**config.mk**
```make
export PLATFORM = sky130hd
export DESIGN_NAME = pet_stats_engine_flat
export DESIGN_NICKNAME = d
export VERILOG_FILES = /design/src/rtl/pet_stats_engine_if.sv /design/src/rtl/pet_stats_engine.sv /design/src/flat_wrapper.sv
export SDC_FILE = /design/constraint.sdc
export NUM_CORES = 1
export LEC_CHECK = 0
export BUFFER_PORTS_ARGS = -buffer_cell sky130_fd_sc_hd__buf_2
export CORE_MARGIN = 4
export CORE_UTILIZATION = 34
export CTS_CLUSTER_SIZE = 8
export DETAILED_ROUTE_END_ITERATION = 12
export GPL_TIMING_DRIVEN = 1
export RECOVER_POWER = 25
export REMOVE_ABC_BUFFERS = 1
export SYNTH_ARGS = -nofsm -noshare
export SYNTH_HDL_FRONTEND = slang
export SYNTH_SLANG_ARGS = --single-unit
```
**constraint.sdc**
```tcl
create_clock -name clk -period 6.8 [get_ports clk]
set_input_delay 0.34 -clock clk [delete_from_list [all_inputs] [get_ports clk]]
set_output_delay 0.34 -clock clk [all_outputs]
set_load 0.02 [all_outputs]
```
**src/rtl/pet_stats_engine_if.sv**
```systemverilog
// Care-command byte channel between the UART receiver (master) and the stats engine (slave).
interface pet_stats_engine_if;
    logic       cmd_valid;
    logic [7:0] cmd_data;
    logic       cmd_ready;

    modport master (output cmd_valid, output cmd_data, input cmd_ready);
    modport slave  (input cmd_valid, input cmd_data, output cmd_ready);
endinterface

```
**src/rtl/pet_stats_engine.sv**
```systemverilog
// Saturating pet stat channels with tick-driven random decay, awake/sleep/sick FSM and care commands.
// Optional macro STATS_AGE_EN builds the 16-bit tick age counter; otherwise age is tied to 0.
module pet_stats_engine #(
    parameter int N_STATS    = 5,
    parameter int STAT_W     = 5,
    parameter int TICK_DIV   = 10_000_000,
    parameter int BOOST      = 4,
    parameter int ENERGY_IDX = 3,
    parameter int ALARM_LVL  = 8,
    parameter int SICK_COUNT = 2
) (
    input  logic                        clk,
    input  logic                        reset,
    input  logic [7:0]                  rnd,
    pet_stats_engine_if.slave           cmd,
    output logic                        tick,
    output logic [N_STATS*STAT_W-1:0]   stats_flat,
    output logic [N_STATS-1:0]          alarm,
    output logic                        is_sleeping,
    output logic [1:0]                  pet_state,
    output logic [15:0]                 age
);
    typedef enum logic [1:0] {AWAKE = 2'd0, SLEEP = 2'd1, SICK = 2'd2} state_t;

    localparam int                 CNT_W     = (TICK_DIV > 1) ? $clog2(TICK_DIV) : 1;
    localparam logic [CNT_W-1:0]   CNT_LAST  = CNT_W'(TICK_DIV - 1);
    localparam logic [STAT_W-1:0]  STAT_MAX  = '1;
    localparam logic [STAT_W:0]    BOOST_AMT = (STAT_W+1)'(BOOST);
    localparam logic [STAT_W:0]    ALARM_THR = (STAT_W+1)'(ALARM_LVL);
    localparam logic [3:0]         OP_BOOST  = 4'h1;
    localparam logic [3:0]         OP_SLEEP  = 4'h2;
    localparam logic [3:0]         OP_WAKE   = 4'h3;
    localparam logic [3:0]         OP_REVIVE = 4'hF;

    logic [CNT_W-1:0]  tick_cnt;
    state_t            state_q, state_d;
    logic [STAT_W-1:0] stat_q [N_STATS];
    logic [STAT_W-1:0] stat_d [N_STATS];
    logic              accept;
    logic [3:0]        opcode, idx;
    logic [3:0]        zero_cnt;

    function automatic logic [STAT_W-1:0] sat_add(input logic [STAT_W-1:0] s, input logic [STAT_W:0] amt);
        logic [STAT_W:0] sum;
        sum = {1'b0, s} + amt;
        return (sum > {1'b0, STAT_MAX}) ? STAT_MAX : sum[STAT_W-1:0];
    endfunction

    function automatic logic [STAT_W-1:0] sat_dec(input logic [STAT_W-1:0] s);
        logic [STAT_W:0] diff;
        diff = {1'b0, s} - (STAT_W+1)'(1);
        return diff[STAT_W] ? '0 : diff[STAT_W-1:0];
    endfunction

    always_ff @(posedge clk or posedge reset) begin
        if (reset)     tick_cnt <= '0;
        else if (tick) tick_cnt <= '0;
        else           tick_cnt <= tick_cnt + 1'b1;
    end

    // Commands are refused in the tick cycle so decay and care never update a stat on the same edge.
    assign tick          = (tick_cnt == CNT_LAST);
    assign cmd.cmd_ready = !tick;
    assign accept        = cmd.cmd_valid && cmd.cmd_ready;
    assign opcode        = cmd.cmd_data[7:4];
    assign idx           = cmd.cmd_data[3:0];

    always_comb begin
        // NOTE: every combinational output gets a default first so no path can infer a latch.
        for (int i = 0; i < N_STATS; i++) stat_d[i] = stat_q[i];
        if (tick) begin
            for (int i = 0; i < N_STATS; i++) begin
                if (state_q == AWAKE && rnd[3'(i % 8)])
                    stat_d[i] = sat_dec(stat_q[i]);
                else if (state_q == SLEEP && i == ENERGY_IDX)
                    stat_d[i] = sat_add(stat_q[i], (STAT_W+1)'(1));
                else if (state_q == SLEEP && rnd[3'(i % 8)] && rnd[3'((i + 4) % 8)])
                    stat_d[i] = sat_dec(stat_q[i]);
            end
        end else if (accept) begin
            for (int i = 0; i < N_STATS; i++) begin
                if (opcode == OP_BOOST && state_q != SICK && idx == 4'(i))
                    stat_d[i] = sat_add(stat_q[i], BOOST_AMT);
                else if (opcode == OP_REVIVE && state_q == SICK)
                    stat_d[i] = STAT_MAX;
            end
        end
    end

    // Transitions look at the post-update stats, so sickness and auto-wake land on the same edge.
    always_comb begin
        state_d  = state_q;
        zero_cnt = '0;
        for (int i = 0; i < N_STATS; i++)
            if (stat_d[i] == '0) zero_cnt = zero_cnt + 4'd1;
        if (accept) begin
            if (opcode == OP_SLEEP && state_q == AWAKE)       state_d = SLEEP;
            else if (opcode == OP_WAKE && state_q == SLEEP)   state_d = AWAKE;
            else if (opcode == OP_REVIVE && state_q == SICK)  state_d = AWAKE;
        end
        if (state_q == SLEEP && state_d == SLEEP && stat_d[ENERGY_IDX] == STAT_MAX)
            state_d = AWAKE;
        if (zero_cnt >= 4'(SICK_COUNT))
            state_d = SICK;
    end

    always_ff @(posedge clk or posedge reset) begin
        if (reset) state_q <= AWAKE;
        else       state_q <= state_d;
    end

    // NOTE: the stat array is a handful of flops, not a RAM, so it is reset to full health like any register.
    always_ff @(posedge clk or posedge reset) begin
        if (reset) begin
            for (int i = 0; i < N_STATS; i++) stat_q[i] <= STAT_MAX;
        end else begin
            for (int i = 0; i < N_STATS; i++) stat_q[i] <= stat_d[i];
        end
    end

    always_ff @(posedge clk or posedge reset) begin
        if (reset) begin
            alarm <= '0;
        end else begin
            for (int i = 0; i < N_STATS; i++) alarm[i] <= ({1'b0, stat_q[i]} < ALARM_THR);
        end
    end

    always_comb begin
        stats_flat = '0;
        for (int i = 0; i < N_STATS; i++) stats_flat[i*STAT_W +: STAT_W] = stat_q[i];
    end

    assign is_sleeping = (state_q == SLEEP);
    assign pet_state   = state_q;

`ifdef STATS_AGE_EN
    logic [15:0] age_q;

    always_ff @(posedge clk or posedge reset) begin
        if (reset)
            age_q <= '0;
        else if (accept && opcode == OP_REVIVE && state_q == SICK)
            age_q <= '0;
        else if (tick && state_q != SICK && age_q != 16'hFFFF)
            age_q <= age_q + 16'd1;
    end

    assign age = age_q;
`else
    assign age = '0;
`endif
endmodule

```
**src/flat_wrapper.sv**
```systemverilog
// flat-port wrapper written by rule: the top's interface ports become plain ports
module pet_stats_engine_flat 
#(
    parameter int N_STATS    = 5,
    parameter int STAT_W     = 5,
    parameter int TICK_DIV   = 10_000_000,
    parameter int BOOST      = 4,
    parameter int ENERGY_IDX = 3,
    parameter int ALARM_LVL  = 8,
    parameter int SICK_COUNT = 2
)
  (clk, reset, rnd, tick, stats_flat, alarm, is_sleeping, pet_state, age, cmd_cmd_valid, cmd_cmd_data, cmd_cmd_ready);
  pet_stats_engine_if cmd_i ();
  input  logic clk;
  input  logic reset;
  input  logic [7:0] rnd;
  output logic tick;
  output logic [N_STATS*STAT_W-1:0] stats_flat;
  output logic [N_STATS-1:0] alarm;
  output logic is_sleeping;
  output logic [1:0] pet_state;
  output logic [15:0] age;
  input wire logic [$bits(cmd_i.cmd_valid)-1:0] cmd_cmd_valid;
  input wire logic [$bits(cmd_i.cmd_data)-1:0] cmd_cmd_data;
  output wire logic [$bits(cmd_i.cmd_ready)-1:0] cmd_cmd_ready;
  assign cmd_i.cmd_valid = cmd_cmd_valid;
  assign cmd_i.cmd_data = cmd_cmd_data;
  assign cmd_cmd_ready = cmd_i.cmd_ready;
  pet_stats_engine #(.N_STATS(N_STATS), .STAT_W(STAT_W), .TICK_DIV(TICK_DIV), .BOOST(BOOST), .ENERGY_IDX(ENERGY_IDX), .ALARM_LVL(ALARM_LVL), .SICK_COUNT(SICK_COUNT)) u_core (.clk(clk), .reset(reset), .rnd(rnd), .cmd(cmd_i), .tick(tick), .stats_flat(stats_flat), .alarm(alarm), .is_sleeping(is_sleeping), .pet_state(pet_state), .age(age));
endmodule
```
==> impl_metrics.json <==
{
  "status": "finished, violations left",
  "violations": "capacitance limit, slew limit",
  "clock_skew_ns": 0.00330,
  "synth_area_per_cell_um2": 8.48,
  "diodes": 0,
  "critPathTopFamily": "simple AND/OR/NAND/NOR gates",
  "ir_worst_vdd_v": 0.000132,
  "swShare_pct": 42.6,
  "yosysSeqAreaShare_pct": 34.8,
  "powerDensity_mw_per_mm2": 280,
  "clock_power_share_pct": 21.5,
  "synth-seq-cells": 56,
  "synth.cell_area_mm2": 0.00412,
  "wl_mm": 10.9,
  "startpoint": "u_core.tick_cnt[0]$_DFF_PP0_",
  "initial_core_util_pct": 35.3,
  "cts_root_buffer": "clkbuf_16",
  "total_power_mw": 1.27,
  "cp_max_fo": 6,
  "whs_ns": 0.449,
  "placed_area_mm2": 0.00440,
  "place_hpwl_mm": 8.08,
  "firstDrtPassIters": 5,
  "clkSinkCount": 56,
  "required_ns": 6.98,
  "htree_levels": 2,
  "die_y_um": 118,
  "yosysTopAreaCell": "dfrtp_1",
  "critPathSlowestCell": "a21oi_1",
  "syn_to_final_growth_pct": 10.4,
  "hold_violations": 0,
  "maxCapViolations": 1,
  "hold_class": "input port to flip-flop",
  "endpoint_kind": "flip-flop",
  "ios": 70,
  "cts_resized": 0,
  "synth_cell_type_count": 70,
  "p_leak_nw": 2.07,
  "async_flop_share_pct": 100,
  "final_util_pct": 39.0,
  "crit_top_cell": "ha_1",
  "drc": 0,
  "antenna_left": 0,
  "cp_cell_sequence": "ha_1 > and4_1 > and3_1 > a21oi_1 > o21ai_0 > inv_1 > a21oi_1 > mux2i_1 > nor2_1 > and3_1 > ha_1 > xnor2_1 > ha_1 > inv_1 > a21oi_1 > ha_1 > nor4_1 > a31oi_1 > o21a_1 > or4b_1",
  "setup_viol": 0,
  "grt_max_degree": 57,
  "max_slew_margin_pct": -107,
  "final_cells": 668,
  "fmax_mhz": 193,
  "nNetsFinal": 562,
  "fin_crit_ns": 5.19,
  "vias_per_cell": 5.63,
  "yosys.area.top_type_share_pct": 18.8,
  "fin_area_mm2": 0.00455,
  "fin_crit_sh_pct": 76.3,
  "switching_power_mw": 0.542,
  "r2r_start": "u_core.tick_cnt[0]$_DFF_PP0_",
  "synthTopCellsByArea": "dfrtp_1 (19%), dfstp_2 (16%), ha_1 (5.8%)",
  "portBuffers": 49,
  "dp_cells": 660,
  "critPathLaunchType": "flip-flop",
  "worst_pin_slew_ns": 3.11,
  "synth_cells": 486,
  "wl_per_cell_um": 16.3,
  "drv_slew": 57,
  "multi_input_area_mm2": 0.00241,
  "grt_first_pass_wirelength_mm": 18.3,
  "cts_buffers": 5,
  "coreArea_mm2": 0.0117,
  "cts.path.max_buffers": 2,
  "drt-initial-drc-count": 214,
  "seq_power_share_pct": 42.8,
  "vias": 3763,
  "internal_power_mw": 0.730,
  "synth-edff-count": 0,
  "crit_type": "flip-flop to flip-flop",
  "regArea_mm2": 0.00143,
  "cts_tree": "built",
  "layout-drive-gt1-share_pct": 17.7,
  "synth-warning-count": 0,
  "insertion_delay_ns": 0.30,
  "combPwrFrac_pct": 35.7,
  "worstPathArrival_ns": 5.37,
  "path_buf_inv": 2,
  "layout_common_cells": "nand2_1 (49), buf_2 (49), nor2_1 (35)",
  "num-fill-cells": 1174,
  "antenna_found_initial": 0,
  "fin_ws_ns": 1.61,
  "grt_overflow": 0,
  "crit_path_max_incr_delay_ns": 0.52,
  "place_ws_ns": 1.60,
  "hold_buffers": 0,
  "die_x_um": 118,
  "clk_pin_slew_ns": 0.08,
  "rsz0062_at_grt": "no",
  "cts_setup_buffers": 0,
  "ys.flop_type": "dfrtp_1",
  "gp_congestion": 0.873,
  "rows": 39,
  "grt_pass1_vias": 3674,
  "setup_tns_ns": 0,
  "hp-start": "cmd_cmd_data[2]",
  "grt_usage_pct": 15.8,
  "dieArea_mm2": 0.0139
}
==> synth_stat cells (all sizes together), types with 7 or more instances <==
cell type	n
a21oi	27
a31oi	10
and3	20
buf	24
clkbuf	10
dfrtp	31
dfstp	25
ha	19
inv	33
mux2i	9
nand2	50
nand3	26
nand4	14
nor2	35
nor3	13
nor4	7
o21ai	20
xnor2	11
xor2	12
==> power by group through the flow <==
stage | clock, mW | sequential [mW] | combinational [mW]
final | 0.273 | 0.545 | 0.454
after global routing | 0.297 | 0.558 | 0.508
after CTS | 0.283 | 0.544 | 0.456
after detailed placement | 0 | 0.551 | 0.454
after global placement | 0 | 0.544 | 0.443
after floorplan | 0 | 0.594 | 0.239
==> path summary, 6_finish.rpt <==
path / slack (ns) / to / cells after the start
worst max-delay path: 1.61 / u_core.pet_state[1]$_DFF_PP0_ / 20
worst min-delay path: 0.45 / u_core.stats_flat[10]$_DFF_PP1_ / 4
worst max register to register: 1.61 / u_core.pet_state[1]$_DFF_PP0_ / 20
worst min register to register: 0.49 / u_core.tick_cnt[4]$_DFF_PP0_ / 1
max in group asynchronous: 3.83 / u_core.tick_cnt[3]$_DFF_PP0_ / 3
min in group asynchronous: 1.23 / u_core.alarm[1]$_DFF_PP0_ / 3
==> flip-flops by register name (all words and copies together), names as in the netlist <==
signal,flops
u_core.tick_cnt,24
u_core.alarm,5
u_core.stats_flat,25
u_core.pet_state,2
==> tightest hold or removal path: stages <==
cell and delay (ns):
buf_2 0.14, o41ai_2 0.11, nand2_1 0.09, nand2_1 0.06
==> cells by family (layout without fill, tap and decap cells) <==
group / after synthesis / in the layout / synth area share, %
simple gates: 211 / 211 / 28.1
other cells: 1 / 16 / 0.0910
mux: 11 / 11 / 2.73
compound gates: 98 / 98 / 15.6
buf+inv: 67 / 91 / 8.02
xor+xnor: 23 / 23 / 4.89
fa+ha+maj: 19 / 19 / 5.77
flops: 56 / 56 / 34.8
==> final cells by class <==
class                           count  area share (%)
Multi-Input combinational cell    378            53.0
Timing Repair Buffer               50            5.47
Clock buffer                        5            2.75
Inverter                           33            2.72
Sequential cell                    56            31.5
Tap cell                          143            3.93
Clock inverter                      3           0.605
==> layer usage <==
metal	routed length (µm)	up-vias	track usage (%)	part of all wire [%]
met4	138	0	4.62	1.3
met2	5260	126	26.2	48
met5	0	-	0	0
met3	556	14	2.98	5.1
li1	-	1807	-	-
met1	4970	1816	20.8	45
Note: power is estimated with default switching activity, not from simulation.
